===== src/rtl/dv_apb_master.sv =====
// dv_apb_master: single-outstanding APB requester with valid/ready command and
// response ports, a one-hot two-slave select and a bounded pready wait.
module dv_apb_master #(
  parameter int unsigned TIMEOUT = 16
) (
  input  logic        clk,
  input  logic        reset_n,
  input  logic        cmd_valid,
  output logic        cmd_ready,
  input  logic [19:0] cmd_addr,
  input  logic [15:0] cmd_wdata,
  input  logic        cmd_write,
  input  logic [1:0]  cmd_strb,
  output logic        rsp_valid,
  input  logic        rsp_ready,
  output logic [15:0] rsp_rdata,
  output logic        rsp_err,
  output logic        rsp_timeout,
  output logic [1:0]  psel,
  output logic        penable,
  output logic [19:0] paddr,
  output logic [15:0] pwdata,
  output logic        pwrite,
  output logic [1:0]  pstrb,
  input  logic [15:0] prdata,
  input  logic        pready,
  input  logic        pslverr
);

  // state  | meaning
  // IDLE   | no transfer; accepts a command when no response is held
  // SETUP  | psel high, penable low, exactly one cycle
  // ACCESS | psel and penable high until pready or timeout
  typedef enum logic [1:0] {
    ST_IDLE   = 2'd0,
    ST_SETUP  = 2'd1,
    ST_ACCESS = 2'd2
  } state_t;

  localparam bit         LP_TMO_EN   = (TIMEOUT != 0);
  localparam logic [4:0] LP_TMO_LAST = LP_TMO_EN ? 5'(TIMEOUT - 1) : 5'd0;

  state_t      r_state;
  state_t      w_state_nxt;
  logic [4:0]  r_tcnt;
  logic        r_slv;
  logic [19:0] r_paddr;
  logic [15:0] r_pwdata;
  logic        r_pwrite;
  logic [1:0]  r_pstrb;
  logic        r_rsp_valid;
  logic [15:0] r_rsp_rdata;
  logic        r_rsp_err;
  logic        r_rsp_timeout;

  logic        w_cmd_acc;
  logic        w_done;
  logic        w_abort;
  logic        w_tmo_hit;

  assign cmd_ready = (r_state == ST_IDLE) && !r_rsp_valid;
  assign w_cmd_acc = cmd_valid && cmd_ready;
  assign w_tmo_hit = LP_TMO_EN && (r_tcnt == LP_TMO_LAST);

  always_comb begin
    w_state_nxt = r_state;
    w_done      = 1'b0;
    w_abort     = 1'b0;
    case (r_state)
      ST_IDLE: begin
        if (w_cmd_acc) w_state_nxt = ST_SETUP;
      end
      ST_SETUP: begin
        w_state_nxt = ST_ACCESS;
      end
      ST_ACCESS: begin
        if (pready) begin
          w_done      = 1'b1;
          w_state_nxt = ST_IDLE;
        end else if (w_tmo_hit) begin
          w_abort     = 1'b1;
          w_state_nxt = ST_IDLE;
        end
      end
      default: w_state_nxt = ST_IDLE;
    endcase
  end

  always_ff @(posedge clk or negedge reset_n) begin
    if (!reset_n) r_state <= ST_IDLE;
    else          r_state <= w_state_nxt;
  end

  // Counts ACCESS cycles with pready low; saturates so a stuck slave cannot wrap it.
  always_ff @(posedge clk or negedge reset_n) begin
    if (!reset_n) begin
      r_tcnt <= 5'd0;
    end else if (r_state == ST_SETUP) begin
      r_tcnt <= 5'd0;
    end else if ((r_state == ST_ACCESS) && !pready && (r_tcnt != 5'h1F)) begin
      r_tcnt <= r_tcnt + 5'd1;
    end
  end

  always_ff @(posedge clk or negedge reset_n) begin
    if (!reset_n) begin
      r_slv    <= 1'b0;
      r_paddr  <= 20'h0;
      r_pwdata <= 16'h0;
      r_pwrite <= 1'b0;
      r_pstrb  <= 2'b00;
    end else if (w_cmd_acc) begin
      r_slv    <= cmd_addr[19];
      r_paddr  <= cmd_addr;
      r_pwdata <= cmd_wdata;
      r_pwrite <= cmd_write;
      r_pstrb  <= cmd_write ? cmd_strb : 2'b00;
    end
  end

  always_ff @(posedge clk or negedge reset_n) begin
    if (!reset_n) begin
      r_rsp_valid   <= 1'b0;
      r_rsp_rdata   <= 16'h0;
      r_rsp_err     <= 1'b0;
      r_rsp_timeout <= 1'b0;
    end else if (w_done) begin
      r_rsp_valid   <= 1'b1;
      r_rsp_rdata   <= r_pwrite ? 16'h0 : prdata;
      r_rsp_err     <= pslverr;
      r_rsp_timeout <= 1'b0;
    end else if (w_abort) begin
      r_rsp_valid   <= 1'b1;
      r_rsp_rdata   <= 16'h0;
      r_rsp_err     <= 1'b1;
      r_rsp_timeout <= 1'b1;
    end else if (r_rsp_valid && rsp_ready) begin
      r_rsp_valid   <= 1'b0;
    end
  end

  // Select and enable decode from state so reset drops them without a clock edge.
  assign psel        = (r_state == ST_IDLE) ? 2'b00 : (r_slv ? 2'b10 : 2'b01);
  assign penable     = (r_state == ST_ACCESS);
  assign paddr       = r_paddr;
  assign pwdata      = r_pwdata;
  assign pwrite      = r_pwrite;
  assign pstrb       = r_pstrb;
  assign rsp_valid   = r_rsp_valid;
  assign rsp_rdata   = r_rsp_rdata;
  assign rsp_err     = r_rsp_err;
  assign rsp_timeout = r_rsp_timeout;

endmodule


===== config.mk =====
export PLATFORM = sky130hd
export DESIGN_NAME = dv_apb_master
export DESIGN_NICKNAME = d
export VERILOG_FILES = /design/src/rtl/dv_apb_master.sv
export SDC_FILE = /design/constraint.sdc
export NUM_CORES = 1
export LEC_CHECK = 0
export ABC_AREA = 0
export ABC_CLOCK_PERIOD_IN_PS = 4200
export CORE_ASPECT_RATIO = 0.75
export CORE_MARGIN = 5
export CORE_UTILIZATION = 45
export DETAILED_ROUTE_END_ITERATION = 16
export PLACE_DENSITY_LB_ADDON = 0.25
export SLEW_MARGIN = 20
export SYNTH_ARGS = -nofsm -noshare
export SYNTH_HDL_FRONTEND = slang
export SYNTH_SLANG_ARGS = --single-unit

===== constraint.sdc =====
create_clock -name clk -period 4.2 [get_ports clk]
set_input_delay 0.84 -clock clk [delete_from_list [all_inputs] [get_ports clk]]
set_output_delay 0.84 -clock clk [all_outputs]
set_load 0.05 [all_outputs]

Yosys cells after proc, flatten, opt, wreduce, memory -nomap -nowiden:

Cells that the tools add are included.

* register bits after elaboration: 66
* output and inout port bits: 62
* logic and storage cells: 53
* bits of input ports: 61

* multiplexer cells: 23
* equality and inequality tests: 6
* reductions and logical operators: 12
* add/subtract/negate cells: 1

Operators by type and width (count)
* 16-bit 2-to-1 mux: 3
* 2-bit 2-to-1 mux: 6
* 1-bit 2-to-1 mux: 11
* 5-bit 2-to-1 mux: 2
* 2-bit one-hot mux with 3 select lines: 1
* 5-bit by 1-bit adder with 5-bit output (second input constant): 1
* 5-bit by 4-bit == test with 1-bit output (second input constant): 1
* 1-bit logical AND: 5
* 5-bit != test (second input constant): 1
* 2-bit nonzero test: 2
* 3-bit by 1-bit != test with 1-bit output (second input constant): 1
* 3-bit nonzero test: 1
* 2-bit by 1-bit == test with 1-bit output (second input constant): 1
* 2-bit == test (second input constant): 1
* 1-bit zero test: 2
* 2-bit zero test: 1
* 2-bit != test (second input constant): 1
* 2-bit AND reduction: 1

Depth between registers and ports, before layout:

Gate-level depths: netlist of run 1.

* depth in word-level cells: 6
* depth in mapped cells: 6
* gate-level depth less buffers: 6

Least setup slack after synthesis of run 1:

Ideal clock, no wire load.

* path kind: reg2out
* start: register r_rsp_valid (netlist: rsp_valid)
* end: output port cmd_ready
* required time: 3.360 ns
* buffers on the path: 0
* stages on the path, launching flop included: 2
* arrival time: 1.685 ns
* path slack: 1.675 ns
* cells stage by stage: dfrtp_1 -> nor3_1

* cells in the longest elaborated chain, start to end: 2

RTL lines
* from (decl): line 51 `logic r_rsp_valid;`
* from (signal assigned): line 123 `r_rsp_valid <= 1'b0;`
* from (signal assigned): line 128 `r_rsp_valid <= 1'b1;`
* from (signal assigned): line 133 `r_rsp_valid <= 1'b1;`
* 1-bit zero test: line 61 `assign cmd_ready = (r_state == ST_IDLE) && !r_rsp_valid;`
* 1-bit logical AND: line 61
* to (decl): line 9 `output logic cmd_ready,`

No other way between the ends.

Final worst setup path of run 1:

* start: register r_state[0]
* end: output port penable

* cells in the longest elaborated chain, start to end: 1

RTL lines
* from (decl): line 43 `state_t r_state;`
* from (signal assigned): line 91 `else r_state <= w_state_nxt;`
* 2-bit == test: line 144 `assign penable = (r_state == ST_ACCESS);`
* to (decl): line 20 `output logic penable,`

No other way between the ends.

==> results of run 1 <==
## per-layer routing
metal	part of all wire, %	track usage [%]
met4	1.1	4.50
met3	10	10.6
met1	44	22.4
met5	0	0
met2	45	25.4
## area by class of cell
class | count | area [um2] | area share [%]
clock inverter | 3 | 40.0 | 0.963
tap | 78 | 97.6 | 2.35
sequential | 65 | 1630 | 39.1
inverter | 8 | 30.0 | 0.722
timing repair buffer | 125 | 1240 | 29.8
clock buffer | 13 | 149 | 3.58
multi-input combinational | 99 | 977 | 23.5
## worst register-to-register path: stages, from the launching register on
cell     delay (ps)
dfrtp_1         520
or4b_2          710
buf_4           350
mux2_4          420
## power by group through the flow
stage / Sequential (mW) / Combinational, mW / Clock, mW
detailed placement: 1.08 / 2.24 / 0
global route: 1.12 / 2.31 / 0.561
floorplan: 1.92 / 0.688 / 0
global placement: 1.08 / 2.21 / 0
finish: 1.08 / 2.22 / 0.514
CTS: 1.08 / 2.24 / 0.533
## cell usage after synthesis (all sizes together)
| cell | instances |
|---|---|
| o311a | 1 |
| nor2b | 1 |
| or4b | 1 |
| o21ai | 5 |
| nand3 | 2 |
| inv | 8 |
| nand2b | 1 |
| clkbuf | 1 |
| and2 | 1 |
| nor4 | 2 |
| a22o | 17 |
| or2 | 1 |
| or3 | 1 |
| a21oi | 5 |
| mux2 | 37 |
| dfrtp | 65 |
| buf | 9 |
| o2bb2ai | 2 |
| o31ai | 1 |
| and3 | 1 |
| a31oi | 1 |
| nand2 | 6 |
| nand3b | 1 |
| ha | 3 |
| nor3 | 1 |
| o311ai | 2 |
| nor2 | 5 |
| a311o | 1 |
## path summary, 6_finish.rpt
path / cells past startpoint / endpoint / start
min in group asynchronous: 1 / rsp_rdata[8] / reset_n
max: 3 / penable / r_state[0]
min reg2reg: 2 / pstrb[1] / pstrb[1]
min: 2 / pstrb[1] / pstrb[1]
max reg2reg: 3 / paddr[1] / r_state[0]
max in group asynchronous: 2 / pwdata[3] / reset_n
## logic make-up (layout without fill, tap and decap cells)
logic type	count (synthesis)	after routing	synth area share (%)
flip-flops	65	65	60.0
multiplexers	37	37	20.2
AO/OA/AOI/OAI	35	35	9.88
AND/OR/NAND/NOR	24	24	4.57
buffers and inverters	18	149	3.92
adder cells (fa/ha/maj)	3	3	1.39
## sequential cells by signal, indices dropped and copies added (netlist names)
signal,cells
r_slv,1
rsp_err,1
pwdata,16
rsp_rdata,16
pstrb,2
rsp_valid,1
r_tcnt,5
pwrite,1
paddr,19
rsp_timeout,1
r_state,2
## per-stage QoR
| stage | util (%) | std cells | cell area [um2] | setup slack [ps] |
|---|---|---|---|---|
| 4_1_cts | 71.4 | 391 | 4160 | 1270 |
| 3_3_place_gp | 68.1 | 375 | 3970 | 1450 |
| 3_5_place_dp | 68.1 | 375 | 3970 | 1430 |
| 5_1_grt | 71.4 | 391 | 4160 | 1180 |
| 2_1_floorplan | - | 182 | 2710 | 1680 |
| 6_report | 71.4 | 391 | 4160 | 1300 |
==> impl_metrics.toml, run 1 <==
[setup_path]
cpMaxStageDelayCell = "clkdlybuf4s50_1"
path_class = "flop to output port"
cp_top_family = "buffers and inverters"
reg2reg_slack_ps = 2100
startpoint_type = "flop"
critPathRequiredTime_ps = 3360
path_buf_inv = 2
critPathMaxStageDelay_ps = 810
critPathMaxFanout = 14
cp.arrival_ps = 2060
worstPathCellList = "nand2b_1, inv_1, clkdlybuf4s50_1"
cp-end-kind = "output port"

[grt]
grt_overflow = 0
grt_pass1_vias = 2031
grt.total_usage_pct = 17.6
antenna_found_initial = 0
grt_pass1_wl_mm = 10.3
grt_max_degree = 43

[synthesis]
synthCells = 182
synth_nets = 246
seq_area_frac_synth_pct = 60.0
synth_area_leaders = "dfrtp_1 (60%), mux2_4 (19%), a22o_1 (5.5%), buf_6 (1.7%), ha_1 (1.4%)"
synth.largest_area_cell = "dfrtp_1"
synth_area_um2 = 2710
synth_top_area_share_pct = 60.0
ys_warn_count = 0
synth_cell_types = 32
ys_ff_latch = 65
synth_area_per_cell_um2 = 14.9

[layout]
final_common_cell = "clkdlybuf4s50_1"
syn_to_final_growth_pct = 53.5
antennaDiodeCount = 0
final_net_count = 372
final_cell_mix = "clkdlybuf4s50_1 (121), dfrtp_1 (65), mux2_4 (35), a22o_1 (17), clkbuf_8 (10)"
layout-drive-gt1-share_pct = 17.9
nFillCells = 414

[floorplan]
die-height_um = 77.2
die_area_um2 = 7690
start_util_pct = 46.5
io_pins = 123
coreArea_um2 = 5830
placementRows = 24
dieWidth_um = 99.6

[sta]
setup_tns_ps = 0
fmax_mhz = 345
slew_violations = 0
hold_ws_ps = 479
slew_headroom_pct = 27.9
finalHoldViolations = 0
skew_ps = 9.20
rsz0062_at_grt = "no"
period_minus_slack_ps = 2900
setup_viol = 0
period_share_pct = 69.1
worstMarginPinSlew_ps = 1080

[clocking]
clk_latency_ps = 340
max-clock-path-buffers = 2
post_cts_buffers = 0
post_cts_resized = 0
cts_hold_buf = 0
cts_buffers = 9
cts_sinks = 65
cts_root_buffer = "clkbuf_8"
cts_tree = "yes"
htree_num_levels = 3
path_clk_slew_ps = 70

[route]
ant_nets = 0
drt-initial-drc-count = 71
routedWlPerCell_um = 16.6
dr_total_vias = 1930
wl_mm = 6.50
route.detailed.drc = 0
routed_via_density = 4.94
drt_pass1_iterations = 4

[place]
io_buffers = 122
post-dp-hpwl_mm = 4.73
gp_congestion = 0.792

[power_and_ir_drop]
internal_power_mw = 2.07
power_mw = 3.81
leakage_nw = 1.89
p_seq_share_pct = 28.2
netSwitchingPower_mw = 1.74
pwr-share-comb_pct = 58.3
p_sw_share_pct = 45.6
powerDensity_nw_per_um2 = 916
ir_drop_v = 0.000513
p_clk_share_pct = 13.5

[run_status]
status = "complete, no violations"

[worst_hold_path]
hp-class = "flop to flop"

[flow_run]
maxCapViolCount = 0
No activity file was read; power rests on OpenSTA's default activity.
==> run 2, diff against run 1 <==
--- a/config.mk
+++ b/config.mk
@@ -6,10 +6,10 @@
 export NUM_CORES = 1
 export LEC_CHECK = 0
 export ABC_AREA = 0
-export ABC_CLOCK_PERIOD_IN_PS = 4200
+export ABC_CLOCK_PERIOD_IN_PS = 3000
 export CORE_ASPECT_RATIO = 0.75
 export CORE_MARGIN = 5
-export CORE_UTILIZATION = 45
+export CORE_UTILIZATION = 41
 export DETAILED_ROUTE_END_ITERATION = 16
 export PLACE_DENSITY_LB_ADDON = 0.25
 export SLEW_MARGIN = 20
==> constraint.sdc (replaced) <==
create_clock -name clk -period 3 [get_ports clk]
set_input_delay 0.6 -clock clk [delete_from_list [all_inputs] [get_ports clk]]
set_output_delay 0.6 -clock clk [all_outputs]
set_load 0.05 [all_outputs]
==> run 2 against run 1 <==
Hold slack lost 290 ps. Total power grew 45%. Highest routed layer unchanged. Die area grew 8.6%. Global-route usage shrank 0.87 points. Critical endpoint unchanged. Critical path depth is the same. Combinational power grew 41%. Wire length grew 4.6%. Clock skew shrank 1.5 ps. Sequential cell count is the same.
==> impl_metrics.toml, run 2 (synthesized netlist as in run 1, its figures left out) <==
[clocking]
path_clk_slew_ps = 70
cts_hold_buf = 0
post_cts_buffers = 0
max-clock-path-buffers = 2
cts_root_buffer = "clkbuf_8"
cts_tree = "yes"
post_cts_resized = 0
cts_sinks = 65
clk_latency_ps = 340
cts_buffers = 9
htree_num_levels = 3

[grt]
grt_pass1_wl_mm = 11.0
grt_overflow = 0
grt.total_usage_pct = 16.7
grt_max_degree = 43
grt_pass1_vias = 2155
antenna_found_initial = 0

[run_status]
status = "complete, no violations"

[floorplan]
coreArea_um2 = 6350
start_util_pct = 42.7
die-height_um = 80.4
io_pins = 123
placementRows = 25
dieWidth_um = 104
die_area_um2 = 8350

[route]
drt-initial-drc-count = 67
routed_via_density = 4.99
routedWlPerCell_um = 17.2
route.detailed.drc = 0
wl_mm = 6.80
drt_pass1_iterations = 4
ant_nets = 0
dr_total_vias = 1977

[place]
dp_slack_ps = 481
dp_cells = 380
io_buffers = 122
post-dp-hpwl_mm = 5.02
place_area_um2 = 3990
gp_congestion = 0.799

[power_and_ir_drop]
power_mw = 5.52
leakage_nw = 1.92
powerDensity_nw_per_um2 = 1300
ir_drop_v = 0.000723

[sta]
setup_tns_ps = 0
period_share_pct = 89.2
rsz0062_at_grt = "no"
worstMarginPinSlew_ps = 704
skew_ps = 7.71
slew_headroom_pct = 53.0
period_minus_slack_ps = 2680
hold_ws_ps = 190
fin_ws_ps = 323
finalHoldViolations = 0
setup_viol = 0
fmax_mhz = 374
slew_violations = 0

[setup_path]
cp.depth = 3
worstPathCellList = "nand2b_1, inv_1, clkdlybuf4s50_1"
reg2reg_depth = 6
cp_top_family = "buffers and inverters"
critPathRequiredTime_ps = 2400
path_buf_inv = 2
cpMaxStageDelayCell = "clkdlybuf4s50_1"
cp.arrival_ps = 2080
startpoint_type = "flop"
critPathMaxStageDelay_ps = 820
critPathMaxFanout = 14
cp-end-kind = "output port"
path_class = "flop to output port"

[layout]
final_net_count = 374
final_cell_mix = "clkdlybuf4s50_1 (121), dfrtp_1 (65), mux2_4 (35), a22o_1 (17), clkbuf_8 (9)"
final_cell_area_um2 = 4230
final_common_cell = "clkdlybuf4s50_1"
syn_to_final_growth_pct = 56.1
layout-drive-gt1-share_pct = 19.4
largest_register_ffs = 19
antennaDiodeCount = 0
fin_cells = 396
nFillCells = 485
fin_util_pct = 66.6

[worst_hold_path]
hp-class = "primary input to asynchronous set/reset pin"

[flow_run]
maxCapViolCount = 0
## run 2: final cells by class
type | count | area [um2] | area share, %
sequential | 65 | 1630 | 38.4
timing repair buffer | 127 | 1250 | 29.6
multi-input combinational | 99 | 977 | 23.1
clock buffer | 9 | 124 | 2.93
clock inverter | 7 | 119 | 2.81
tap | 81 | 101 | 2.40
inverter | 8 | 30.0 | 0.710
## run 2: final timing paths
check                            from         to  slack, ps
min                           reset_n  pwdata[2]        190
max                        r_state[0]    penable        320
max reg2reg                 r_tcnt[0]  r_tcnt[3]        890
max in group asynchronous     reset_n  paddr[18]       2150
min in group clk             pstrb[0]   pstrb[0]        480
min reg2reg                  pstrb[0]   pstrb[0]        480
## run 2: report_power, final
group          internal, mW  total, mW  switching [mW]  leakage (nW)
Clock                 0.551      0.888           0.337         0.115
Sequential             1.25       1.51           0.261         0.800
Combinational          1.25       3.12            1.87          1.00
Total                  3.05       5.52            2.47          1.92
## run 2: per-layer routing
layer | up-vias | wire (um) | global-route usage [%]
met5 | - | 0 | 0
met4 | 0 | 75 | 4.01
met3 | 7 | 570 | 8.27
li1 | 907 | - | -
met1 | 982 | 3020 | 21.1
met2 | 81 | 3140 | 25.9
